<file path="src/rtl/seq_detect_pkg.sv">
// Shared defaults and the pattern-length clamp for the programmable sequence detector.
// Pure declarations: no latency, no flow control.
package seq_detect_pkg;

    localparam int              MAX_PAT_W = 16;
    localparam logic [MAX_PAT_W-1:0] DEF_PAT = 16'h0006;
    localparam int              DEF_LEN   = 4;
    localparam bit              DEF_OVL   = 1'b1;

    // Lengths below 2 or above the history width are pulled into the legal range.
    function automatic int clamp_len(input int len, input int pat_w);
        if (len < 2) begin
            return 2;
        end else if (len > pat_w) begin
            return pat_w;
        end
        return len;
    endfunction

endpackage

</file>
<file path="src/rtl/seq_detect_prog_if.sv">
// Serial input, configuration and match outputs of the sequence detector.
// Plain wires: no latency, no flow control.
interface seq_detect_prog_if #(
    parameter int PAT_W = 8,
    parameter int CNT_W = 8
) ();
    localparam int LW = $clog2(PAT_W + 1);

    logic             en;
    logic             x;
    logic             cfg_load;
    logic [PAT_W-1:0] cfg_pat;
    logic [LW-1:0]    cfg_len;
    logic             cfg_ovl;
    logic             z;
    logic [CNT_W-1:0] match_cnt;
    logic             cnt_sat;

    modport master (
        output en, x, cfg_load, cfg_pat, cfg_len, cfg_ovl,
        input  z, match_cnt, cnt_sat
    );

    modport slave (
        input  en, x, cfg_load, cfg_pat, cfg_len, cfg_ovl,
        output z, match_cnt, cnt_sat
    );
endinterface

</file>
<file path="src/rtl/sat_counter.sv">
// Saturating up-counter with synchronous clear (clear wins over increment).
// Count visible one cycle after inc; no backpressure, increments beyond all-ones are dropped.
module sat_counter #(
    parameter int W = 8
) (
    input  logic         clk,
    input  logic         rst,
    input  logic         clr,
    input  logic         inc,
    output logic [W-1:0] cnt,
    output logic         sat
);

    assign sat = &cnt;

    always_ff @(posedge clk or negedge rst) begin
        if (!rst) begin
            cnt <= '0;
        end else if (clr) begin
            cnt <= '0;
        end else if (inc && !sat) begin
            cnt <= cnt + W'(1);
        end
    end

endmodule

</file>
<file path="src/rtl/seq_detect_prog.sv">
// Programmable serial pattern detector with overlap select and saturating match count.
// z is registered one cycle after the final pattern bit; no backpressure, en gates sampling.
module seq_detect_prog
    import seq_detect_pkg::*;
#(
    parameter int               PAT_W   = 8,
    parameter int               CNT_W   = 8,
    parameter logic [PAT_W-1:0] DEF_PAT = PAT_W'(seq_detect_pkg::DEF_PAT),
    parameter int               DEF_LEN = seq_detect_pkg::DEF_LEN,
    parameter bit               DEF_OVL = seq_detect_pkg::DEF_OVL
) (
    input  logic              clk,
    input  logic              rst,
    seq_detect_prog_if.slave  bus
);

    localparam int            LW       = $clog2(PAT_W + 1);
    localparam logic [LW-1:0] RST_LEN  = LW'(clamp_len(DEF_LEN, PAT_W));
    localparam logic [LW-1:0] MAX_FILL = LW'(PAT_W);
    localparam logic [LW:0]   ONE_X    = (LW + 1)'(1);

    logic [PAT_W-1:0] hist;
    logic [PAT_W-1:0] pat_q;
    logic [LW-1:0]    len_q;
    logic             ovl_q;
    logic [LW-1:0]    fill;
    logic             z_q;

    logic [PAT_W:0]   win;
    logic [PAT_W:0]   mask;
    logic             fill_ok;
    logic             hit;

    // The window carries one bit more than any legal length; the mask always drops its top bit.
    always_comb begin
        win     = {hist, bus.x};
        mask    = '0;
        for (int i = 0; i <= PAT_W; i++) begin
            mask[i] = (i < int'(len_q));
        end
        fill_ok = ({1'b0, fill} + ONE_X) >= {1'b0, len_q};
        hit     = bus.en && fill_ok && (((win ^ {1'b0, pat_q}) & mask) == '0);
    end

    always_ff @(posedge clk or negedge rst) begin
        if (!rst) begin
            pat_q <= DEF_PAT;
            len_q <= RST_LEN;
            ovl_q <= DEF_OVL;
        end else if (bus.cfg_load) begin
            pat_q <= bus.cfg_pat;
            len_q <= LW'(clamp_len(int'(bus.cfg_len), PAT_W));
            ovl_q <= bus.cfg_ovl;
        end
    end

    always_ff @(posedge clk or negedge rst) begin
        if (!rst) begin
            hist <= '0;
        end else if (bus.cfg_load) begin
            hist <= '0;
        end else if (bus.en) begin
            hist <= {hist[PAT_W-2:0], bus.x};
        end
    end

    // Non-overlap mode forgets the bits consumed by a match by emptying the fill count.
    always_ff @(posedge clk or negedge rst) begin
        if (!rst) begin
            fill <= '0;
        end else if (bus.cfg_load) begin
            fill <= '0;
        end else if (bus.en) begin
            if (hit && !ovl_q) begin
                fill <= '0;
            end else if (fill != MAX_FILL) begin
                fill <= fill + LW'(1);
            end
        end
    end

    always_ff @(posedge clk or negedge rst) begin
        if (!rst) begin
            z_q <= 1'b0;
        end else if (bus.cfg_load) begin
            z_q <= 1'b0;
        end else begin
            z_q <= hit;
        end
    end

    assign bus.z = z_q;

    sat_counter #(.W(CNT_W)) u_cnt (
        .clk (clk),
        .rst (rst),
        .clr (bus.cfg_load),
        .inc (hit),
        .cnt (bus.match_cnt),
        .sat (bus.cnt_sat)
    );

endmodule
</file>
<file path="src/flat_wrapper.sv">
// flat-port wrapper written by rule: the top's interface ports become plain ports
module seq_detect_prog_flat import seq_detect_pkg::*;
#(
    parameter int               PAT_W   = 8,
    parameter int               CNT_W   = 8,
    parameter logic [PAT_W-1:0] DEF_PAT = PAT_W'(seq_detect_pkg::DEF_PAT),
    parameter int               DEF_LEN = seq_detect_pkg::DEF_LEN,
    parameter bit               DEF_OVL = seq_detect_pkg::DEF_OVL
)
  (clk, rst, bus_en, bus_x, bus_cfg_load, bus_cfg_pat, bus_cfg_len, bus_cfg_ovl, bus_z, bus_match_cnt, bus_cnt_sat);
  seq_detect_prog_if #(.PAT_W(PAT_W), .CNT_W(CNT_W)) bus_i ();
  input  logic clk;
  input  logic rst;
  input wire logic [$bits(bus_i.en)-1:0] bus_en;
  input wire logic [$bits(bus_i.x)-1:0] bus_x;
  input wire logic [$bits(bus_i.cfg_load)-1:0] bus_cfg_load;
  input wire logic [$bits(bus_i.cfg_pat)-1:0] bus_cfg_pat;
  input wire logic [$bits(bus_i.cfg_len)-1:0] bus_cfg_len;
  input wire logic [$bits(bus_i.cfg_ovl)-1:0] bus_cfg_ovl;
  output wire logic [$bits(bus_i.z)-1:0] bus_z;
  output wire logic [$bits(bus_i.match_cnt)-1:0] bus_match_cnt;
  output wire logic [$bits(bus_i.cnt_sat)-1:0] bus_cnt_sat;
  assign bus_i.en = bus_en;
  assign bus_i.x = bus_x;
  assign bus_i.cfg_load = bus_cfg_load;
  assign bus_i.cfg_pat = bus_cfg_pat;
  assign bus_i.cfg_len = bus_cfg_len;
  assign bus_i.cfg_ovl = bus_cfg_ovl;
  assign bus_z = bus_i.z;
  assign bus_match_cnt = bus_i.match_cnt;
  assign bus_cnt_sat = bus_i.cnt_sat;
  seq_detect_prog #(.PAT_W(PAT_W), .CNT_W(CNT_W), .DEF_PAT(DEF_PAT), .DEF_LEN(DEF_LEN), .DEF_OVL(DEF_OVL)) u_core (.clk(clk), .rst(rst), .bus(bus_i));
endmodule
</file>
<file path="config.mk">
export PLATFORM = sky130hd
export DESIGN_NAME = seq_detect_prog_flat
export DESIGN_NICKNAME = d
export VERILOG_FILES = /design/src/rtl/seq_detect_pkg.sv /design/src/rtl/seq_detect_prog_if.sv /design/src/rtl/sat_counter.sv /design/src/rtl/seq_detect_prog.sv /design/src/flat_wrapper.sv
export SDC_FILE = /design/constraint.sdc
export NUM_CORES = 1
export LEC_CHECK = 0
export BUFFER_PORTS_ARGS = -buffer_cell sky130_fd_sc_hd__clkbuf_2
export CORE_MARGIN = 3
export CORE_UTILIZATION = 47
export CTS_BUF_LIST = sky130_fd_sc_hd__clkbuf_16
export CTS_CLUSTER_SIZE = 40
export DETAILED_ROUTE_END_ITERATION = 8
export PLACE_DENSITY = 0.68
export SYNTH_ARGS = -nofsm -noshare
export SYNTH_HDL_FRONTEND = slang
export SYNTH_SLANG_ARGS = --single-unit
</file>
<file path="constraint.sdc">
create_clock -name clk -period 4.2 [get_ports clk]
set_input_delay 0.21 -clock clk [delete_from_list [all_inputs] [get_ports clk]]
set_output_delay 0.21 -clock clk [all_outputs]
set_load 0.005 [all_outputs]
</file>
==> impl_metrics.tcl, run 1 <==
set metrics [dict create \
    die_y_um 68.3 \
    num_rows 22 \
    antenna_cells 0 \
    grt_max_degree 38 \
    io_pins 28 \
    synth-edff-count 0 \
    clock_path_buffers 2 \
    syn_inst 178 \
    p_clk_frac 0.428 \
    slowest_delay_ps 550 \
    drc 0 \
    syn_to_final_growth_pct 16.3 \
    coreArea_mm2 0.00372 \
    setup_tns_ps 0 \
    crit_type "reg2reg" \
    p_leak_nw 0.977 \
    cp_common_cell "ha_1" \
    period_needed_ps 2590 \
    grt_pass1_wl_um 5980 \
    finClkSkew_ps 3.22 \
    total_power_w 0.000805 \
    p_comb_frac 0.119 \
    rsz0062_at_grt "no" \
    cp_slowest_cell "or4_1" \
    synthDistinctLibCells 38 \
    antenna_found_initial 0 \
    hold_slack_ps 24.2 \
    routed_via_density 5.45 \
    ys_warn_count 0 \
    worstPathMaxFanout 12 \
    r2r_end "u_core.u_cnt.cnt[7]" \
    grt_overflow_total 0 \
    cap_violations 0 \
    clk_pin_slew_worst_paths_ps 50 \
    worstReg2RegStart "u_core.fill[0]" \
    p_int_w 0.000606 \
    met3_usage 0.0608 \
    required_ps 4390 \
    ant_nets 0 \
    grt_pass1_vias 1363 \
    power.share.sequential 0.453 \
    powerDensity_mw_per_mm2 379 \
    slew_headroom 0.444 \
    vias 1389 \
    async_reset_ff_frac 1.00 \
    worstMarginPinSlew_ps 834 \
    first_pass_iters 4 \
    drt-total-wl_um 3620 \
    crit_path_end_kind "register" \
    finalCritPeriodShare 0.617 \
    gp_congestion 0.784 \
    grtUsageMet1 0.203 \
    track_usage 0.176 \
    dp_hpwl_um 2670 \
    switching_share 0.247 \
    path_cells "ha_1, xor2_1, ha_1, o21ai_0, o21ai_2, nand4b_2, or4_1, a21oi_1" \
    power_switching_w 0.000199 \
    wire_per_inst_um 14.2 \
    drv_slew 0 \
    ir_worst_vdd_v 0.000277 \
    setup_viol 0 \
    hold_viol 0 \
    ys_ff_latch 34 \
    die_w_um 68.3 \
    status "completed" \
    post_cts_buffers 0 \
    crit_family "simple AND/OR/NAND/NOR gates" \
    hold_buffers 0 \
    ctsHtreeMaxLevel 2 \
    cp-start-kind "register" \
    crit_buf_inv 0 \
    drive_gt1_frac 0.251 \
    fp.dieArea_mm2 0.00467 \
    clock_latency_ps 280 \
    cts_tree "done" \
    cts_buffers 5 \
    busiest_layer "met2" \
    initial_core_util 0.491 \
    nFillCells 340 \
    avgSynthCellArea_um2 10.3 \
    fin_nets 231 \
    synthFlopType "dfrtp_1" \
    hp-class "in2async" \
    cp.arrival_ps 2780 \
    syn-cell-area_mm2 0.00183 \
    met2_usage 0.300 \
    r2r_cells 8 \
    ctsResizeCount 0 \
    first_iter_violations 42 \
    root_buffer "clkbuf_16" \
    cts.sinks 34 \
    yosysSeqAreaShare 0.469 \
    rrSetupSlack_ps 1610 \
    fmax_ghz 0.386 \
    portBuffers 27 \
    synth.net_count 203 \
]
## layout by cell type, fill, tap and decap left out, drive strengths merged
cell type   n
nor3        3
o211ai      1
nor2       19
nor2b       3
mux2i      10
o21ai      12
or3         3
and3        1
clkbuf     32
a21oi      12
mux2        9
nand4b      2
ha          7
clkinvlp    1
clkinv      2
nand2      10
a32oi       1
xor2        2
dfrtp      30
o311ai      1
dfstp       4
a211oi      2
nor3b       1
xnor2       9
inv        11
nand3       7
nand2b      2
a31oi       1
nor4        1
o31ai       2
o22ai       1
or4         2
nand4       2
o32ai       1
## Yosys cell counts, drive strengths merged (3+ instances only)
cell / count / area [µm²]
nor3: 3 / 15.0
inv: 11 / 41.3
dfrtp: 30 / 751
nor2: 19 / 71.3
dfstp: 4 / 105
ha: 7 / 87.6
buf: 4 / 31.3
or3: 3 / 18.8
nand2: 10 / 37.5
mux2i: 10 / 100
nor2b: 3 / 18.8
xnor2: 9 / 78.8
nand3: 7 / 35.0
o21ai: 12 / 63.8
a21oi: 12 / 60.1
mux2: 9 / 101
## logic make-up (layout without fill, tap and decap cells)
family,count (synthesis),in the layout,share of synthesized area
adder cells (fa/ha/maj),7,7,0.0480
AND/OR/NAND/NOR,56,56,0.162
AO/OA/AOI/OAI,34,34,0.114
buffers and inverters,17,46,0.0439
multiplexers,19,19,0.110
flip-flops,34,34,0.469
XOR/XNOR,11,11,0.0528
## worst max path at each step
stage	from	end	slack, ps	depth (start not counted)
2_1_floorplan	u_core.fill[0]	u_core.u_cnt.cnt[3]	2040	9
3_3_place_gp	u_core.fill[0]	u_core.u_cnt.cnt[7]	1760	8
3_5_place_dp	u_core.fill[0]	u_core.u_cnt.cnt[7]	1610	8
4_1_cts	u_core.fill[0]	u_core.u_cnt.cnt[7]	1590	8
5_1_grt	u_core.fill[0]	u_core.u_cnt.cnt[7]	1370	8
6_report	u_core.fill[0]	u_core.u_cnt.cnt[7]	1610	8
## per-stage QoR
| stage | instance area, µm² | worst slack [ps] | util | instances |
|---|---|---|---|---|
| CTS | 2120 | 1590 | 0.571 | 255 |
| detailed placement | 1980 | 1610 | 0.533 | 247 |
| finish | 2120 | 1610 | 0.571 | 255 |
| global route | 2120 | 1370 | 0.571 | 255 |
| floorplan | 1830 | 2040 | - | 178 |
| global placement | 1980 | 1760 | 0.533 | 247 |
## registers in the layout, indices dropped and copies added (netlist names)
| signal | cells |
|---|---|
| u_core.hist | 8 |
| u_core.u_cnt.cnt | 8 |
| u_core.ovl_q | 1 |
| u_core.len_q | 4 |
| u_core.pat_q | 8 |
| u_core.fill | 4 |
| u_core.bus.z | 1 |
## power by group through the flow
stage | logic, W | clock network (W) | registers, W
final | 0.0000958 | 0.000345 | 0.000364
after global routing | 0.000109 | 0.000367 | 0.000367
after CTS | 0.0000976 | 0.000354 | 0.000364
after detailed placement | 0.0000972 | 0 | 0.000370
after global placement | 0.0000940 | 0 | 0.000369
after floorplan | 0.0000721 | 0 | 0.000365
## area by class of cell
| cell class | count | area [µm²] | area share |
|---|---|---|---|
| flip-flops and latches | 34 | 856 | 0.403 |
| clock inverters | 3 | 16.3 | 0.00766 |
| clock buffers | 5 | 125 | 0.0589 |
| repair buffers | 27 | 135 | 0.0636 |
| inverters | 11 | 41.3 | 0.0194 |
| well taps | 48 | 60.1 | 0.0283 |
| multi-input cells | 127 | 890 | 0.419 |
## metal layers
layer  share of wire  vias to the layer above  wire length, µm
met5               0                        -                0
met4           0.015                        0               54
met3           0.035                        6              126
met2            0.52                       16             1890
met1            0.43                      686             1550
li1                -                      681                -
No activity file was read; power rests on OpenSTA's default activity.
==> inputs of run 2 (changes only) <==
- PLACE_DENSITY: 0.68 -> 0.71
- clock period: 4.2 -> 2.2 ns (I/O delays scaled with it)
==> run 2 against run 1 <==
Against the previous run: die area stayed put; register-to-register slack worse by 1600 ps; hold slack better by 37 ps; non-clock buffer count is 13 higher.
==> impl_metrics.tcl, run 2 (synthesis gave the netlist of run 1 again) <==
set metrics [dict create \
    rsz0062_at_grt "yes" \
    clock_latency_ps 280 \
    power_switching_w 0.000394 \
    p_clk_frac 0.411 \
    hold_slack_ps 61.5 \
    setup_viol 0 \
    portBuffers 27 \
    wire_per_inst_um 14.1 \
    final_cell_area_mm2 0.00228 \
    switching_share 0.249 \
    power.share.sequential 0.441 \
    crit_path_end_kind "register" \
    slew_headroom 0.438 \
    postPlaceCellArea_mm2 0.00204 \
    initial_core_util 0.491 \
    nFillCells 328 \
    p_leak_nw 1.07 \
    largest_registers "u_core.hist: 8 flops, u_core.pat_q: 8 flops, u_core.u_cnt.cnt: 8 flops" \
    ant_nets 0 \
    drv_slew 0 \
    syn_to_final_growth_pct 25.0 \
    grt_pass1_vias 1400 \
    p_comb_frac 0.148 \
    cts_tree "done" \
    cts_buffers 5 \
    instances_no_fill 268 \
    clock_path_buffers 2 \
    ctsHtreeMaxLevel 2 \
    final_common_cell "dfrtp_1" \
    place_inst 255 \
    cp_slowest_cell "dfrtp_2" \
    p_int_w 0.00119 \
    most-common-layout-cells "dfrtp_1 (28), clkbuf_2 (27), nor2_1 (19)" \
    cp.arrival_ps 2350 \
    cp_common_cell "o21ai_2" \
    io_pins 28 \
    antenna_found_initial 0 \
    drt-total-wl_um 3790 \
    powerDensity_mw_per_mm2 694 \
    period_needed_ps 2160 \
    first_iter_violations 91 \
    crit_buf_inv 1 \
    root_buffer "clkbuf_16" \
    crit_family "adder cells" \
    die_y_um 68.3 \
    hold_viol 0 \
    num_rows 22 \
    worstMarginPinSlew_ps 843 \
    grt_overflow_total 0 \
    fmax_ghz 0.463 \
    clk_pin_slew_worst_paths_ps 50 \
    die_w_um 68.3 \
    slowest_delay_ps 440 \
    first_pass_iters 4 \
    cts.sinks 34 \
    finClkSkew_ps 5.14 \
    finalCritPeriodShare 0.982 \
    drc 0 \
    vias 1419 \
    drive_gt1_frac 0.336 \
    fin_nets 244 \
    grt_max_degree 38 \
    routed_via_density 5.29 \
    crit_type "reg2reg" \
    antenna_cells 0 \
    status "completed" \
    worstPathMaxFanout 6 \
    cp-start-kind "register" \
    fp.dieArea_mm2 0.00467 \
    cap_violations 0 \
    gp_congestion 0.855 \
    track_usage 0.178 \
    path_cells "ha_4, xor2_2, ha_1, o21ai_2, o21ai_2, nand4b_4, buf_6, or3_1, a21oi_1" \
    dp_hpwl_um 2540 \
    required_ps 2390 \
    grt_pass1_wl_um 6040 \
    coreArea_mm2 0.00372 \
    hp-class "in2reg" \
    ir_worst_vdd_v 0.000403 \
]
run 2: path summary, 6_finish.rpt:
kind / start / to / slack [ps] / cells past startpoint
max: u_core.fill[1] / u_core.u_cnt.cnt[2] / 40 / 9
min: bus_cfg_len[2] / u_core.len_q[2] / 60 / 3
max reg2reg: u_core.fill[1] / u_core.u_cnt.cnt[2] / 40 / 9
min reg2reg: u_core.hist[7] / u_core.hist[7] / 530 / 2
max in group asynchronous: rst / u_core.fill[0] / 1140 / 2
min in group asynchronous: rst / u_core.fill[3] / 470 / 2
run 2: routing by layer:
layer | vias to the layer above | global-route usage | share of wire
li1 | 708 | - | -
met1 | 681 | 0.213 | 0.47
met2 | 23 | 0.298 | 0.49
met3 | 7 | 0.0411 | 0.027
met4 | 0 | 0.0868 | 0.018
met5 | - | 0 | 0
run 2: power groups by stage:
stage	registers, W	logic [W]	clock network, W
finish	0.000698	0.000235	0.000651
global route	0.000702	0.000259	0.000691
global placement	0.000702	0.000200	0
detailed placement	0.000703	0.000204	0
CTS	0.000695	0.000223	0.000666
floorplan	0.000696	0.000138	0
run 2: cell type report:
type	count	area [µm²]	area share
clock buffers	5	125	0.0548
multi-input cells	127	941	0.412
inverters	11	41.3	0.0181
well taps	48	60.1	0.0263
flip-flops and latches	34	858	0.376
clock inverters	3	13.8	0.00603
repair buffers	40	243	0.106
run 2: worst register-to-register path: cells and delay by family (launching register included):
kind | cells | cell delay [ps]
buffers and inverters | 1 | 150
xor gates and xnor gates | 1 | 170
adders and majority gates | 2 | 480
and+or+nand+nor | 2 | 470
DFF | 1 | 440
AOI/OAI and AO/OA | 3 | 360
run 2: metrics by stage:
step	setup WS (ps)	TNS (ps)	total power (W)	util
finish	39.2	0	0.00158	0.614
global route	-59.7	-209	0.00165	0.614
CTS	4.91	0	0.00158	0.603
detailed placement	-127	-347	0.000907	0.549
global placement	-53.2	-109	0.000902	0.549
floorplan	35.9	0	0.000834	-
run 2: what timing repair did:
action	CTS	global route
setup buffers	4	1
pin swaps	7	4
resized for setup	6	9
endpoints found under the setup margin	5	10
endpoints found under the hold margin	30	0
hold buffers	1	0
==> inputs of run 3 (changes only) <==
- GPL_TIMING_DRIVEN: default -> 0
- SLEW_MARGIN: default -> 20
==> run 3 against run 2 <==
Against the previous run: combinational power increased by 8.9%; die area did not move; via count is essentially flat; design area up 2.0%; power is 0.56% higher; setup slack worse by 34 ps; count of clock-buffer cells in the layout stayed put; sequential cell count unchanged; global-route usage is 0.084 points higher.
==> impl_metrics.tcl, run 3 (synthesis gave the netlist of run 1 again) <==
set metrics [dict create \
    antenna_cells 0 \
    postPlaceCellArea_mm2 0.00202 \
    final_cell_area_mm2 0.00233 \
    most-common-layout-cells "dfrtp_1 (28), clkbuf_2 (26), nor2_1 (19)" \
    cp_common_cell "o21ai_2" \
    drv_slew 0 \
    antenna_found_initial 0 \
    fp.dieArea_mm2 0.00467 \
    dp_hpwl_um 2500 \
    path_cells "ha_4, xor2_1, ha_1, o21ai_2, o21ai_2, nand4b_4, buf_6, or3_4, a21oi_2" \
    cp-start-kind "register" \
    finalCritPeriodShare 0.998 \
    ir_worst_vdd_v 0.000641 \
    crit_family "simple AND/OR/NAND/NOR gates" \
    drc 0 \
    first_iter_violations 76 \
    track_usage 0.179 \
    nFillCells 324 \
    crit_path_end_kind "register" \
    cts_buffers 5 \
    grt_overflow_total 0 \
    clock_latency_ps 270 \
    portBuffers 26 \
    die_w_um 68.3 \
    grt_pass1_wl_um 6080 \
    clock_path_buffers 2 \
    cp.arrival_ps 2400 \
    drt-total-wl_um 3780 \
    coreArea_mm2 0.00372 \
    io_pins 28 \
    finClkSkew_ps 4.22 \
    worstPathMaxFanout 8 \
    cap_violations 0 \
    gp_congestion 0.794 \
    hp-class "in2reg" \
    num_rows 22 \
    powerDensity_mw_per_mm2 684 \
    wire_per_inst_um 13.9 \
    drive_gt1_frac 0.354 \
    largest_registers "u_core.hist: 8 flops, u_core.pat_q: 8 flops, u_core.u_cnt.cnt: 8 flops" \
    die_y_um 68.3 \
    multi_input_area_um2 976 \
    cts_tree "done" \
    total_power_w 0.00159 \
    slew_headroom 0.456 \
    r2r_end "u_core.u_cnt.cnt[4]" \
    fmax_ghz 0.456 \
    first_pass_iters 5 \
    rsz0062_at_grt "yes" \
    crit_type "reg2reg" \
    grt_pass1_vias 1354 \
    worstReg2RegStart "u_core.fill[0]" \
    grt_max_degree 35 \
    fin_nets 247 \
    syn_to_final_growth_pct 27.5 \
    slowest_delay_ps 450 \
    r2r_cells 9 \
    vias 1420 \
    hold_end "u_core.len_q[2]" \
    cp_slowest_cell "dfrtp_2" \
    min_path_cells 3 \
    status "completed" \
    period_needed_ps 2190 \
    ant_nets 0 \
    cts.sinks 34 \
    rrSetupSlack_ps 5 \
    p_leak_nw 1.07 \
    crit_buf_inv 1 \
    hold_viol 0 \
    setup_viol 0 \
    initial_core_util 0.491 \
    final_common_cell "dfrtp_1" \
    root_buffer "clkbuf_16" \
    min_from "bus_cfg_len[2]" \
    ctsHtreeMaxLevel 2 \
    clk_pin_slew_worst_paths_ps 50 \
    required_ps 2400 \
    worstMarginPinSlew_ps 815 \
    regArea_um2 858 \
    routed_via_density 5.24 \
]
## run 3: report_power, final
| part | total (W) | switching, W | internal, W |
|---|---|---|---|
| registers | 0.000698 | 0.0000346 | 0.000663 |
| clock network | 0.000638 | 0.000231 | 0.000407 |
| logic | 0.000256 | 0.000127 | 0.000130 |
| total | 0.00159 | 0.000392 | 0.00120 |
## run 3: stage by stage
stage                     hold slack (ps)  cells  TNS [ps]  setup WS, ps   util
after global placement                253    252      -609          -168  0.542
after detailed placement              249    252      -733          -188  0.542
after global routing                 74.2    271      -322         -81.7  0.626
after CTS                            61.7    268         0          4.38  0.607
final                                61.9    271         0          5.31  0.626
after floorplan                      -186    178         0          35.9      -
## run 3: tightest hold or removal path: cells and delay by family
| kind | cells | cell delay [ps] |
|---|---|---|
| AO/OA/AOI/OAI | 1 | 70 |
| AND/OR/NAND/NOR | 1 | 50 |
| buffers and inverters | 1 | 90 |
## run 3: worst max-delay path by stage
stage	slack [ps]	start	depth (start not counted)	endpoint
after floorplan	40	u_core.fill[0]	9	u_core.u_cnt.cnt[3]
after global placement	-170	u_core.fill[0]	9	u_core.u_cnt.cnt[3]
after detailed placement	-190	u_core.fill[0]	9	u_core.u_cnt.cnt[4]
after CTS	4	u_core.fill[1]	9	u_core.u_cnt.cnt[3]
after global routing	-80	u_core.fill[0]	9	u_core.u_cnt.cnt[3]
final	5	u_core.fill[0]	9	u_core.u_cnt.cnt[4]
## run 3: repair_timing
| item | 4_1_cts | 5_1_grt |
|---|---|---|
| gates resized for setup | 7 | 12 |
| setup buffers | 7 | 3 |
| hold buffers | 1 | 0 |
| hold endpoints to repair | 30 | 0 |
| pin swaps | 8 | 10 |
| endpoints found under the setup margin | 6 | 12 |
## run 3: layout make-up
cell class / instances / area share
multi-input combinational: 127 / 0.419
sequential: 34 / 0.369
timing repair buffer: 37 / 0.0925
clock buffer: 5 / 0.0538
tap: 48 / 0.0258
inverter: 11 / 0.0177
buffer: 6 / 0.0167
clock inverter: 3 / 0.00538
## run 3: metal layers
metal / vias up / wire length, µm / track usage
met5: - / 0 / 0
met4: 0 / 48 / 0.0596
met3: 5 / 120 / 0.0493
met2: 15 / 1930 / 0.307
met1: 685 / 1680 / 0.214
li1: 715 / - / -
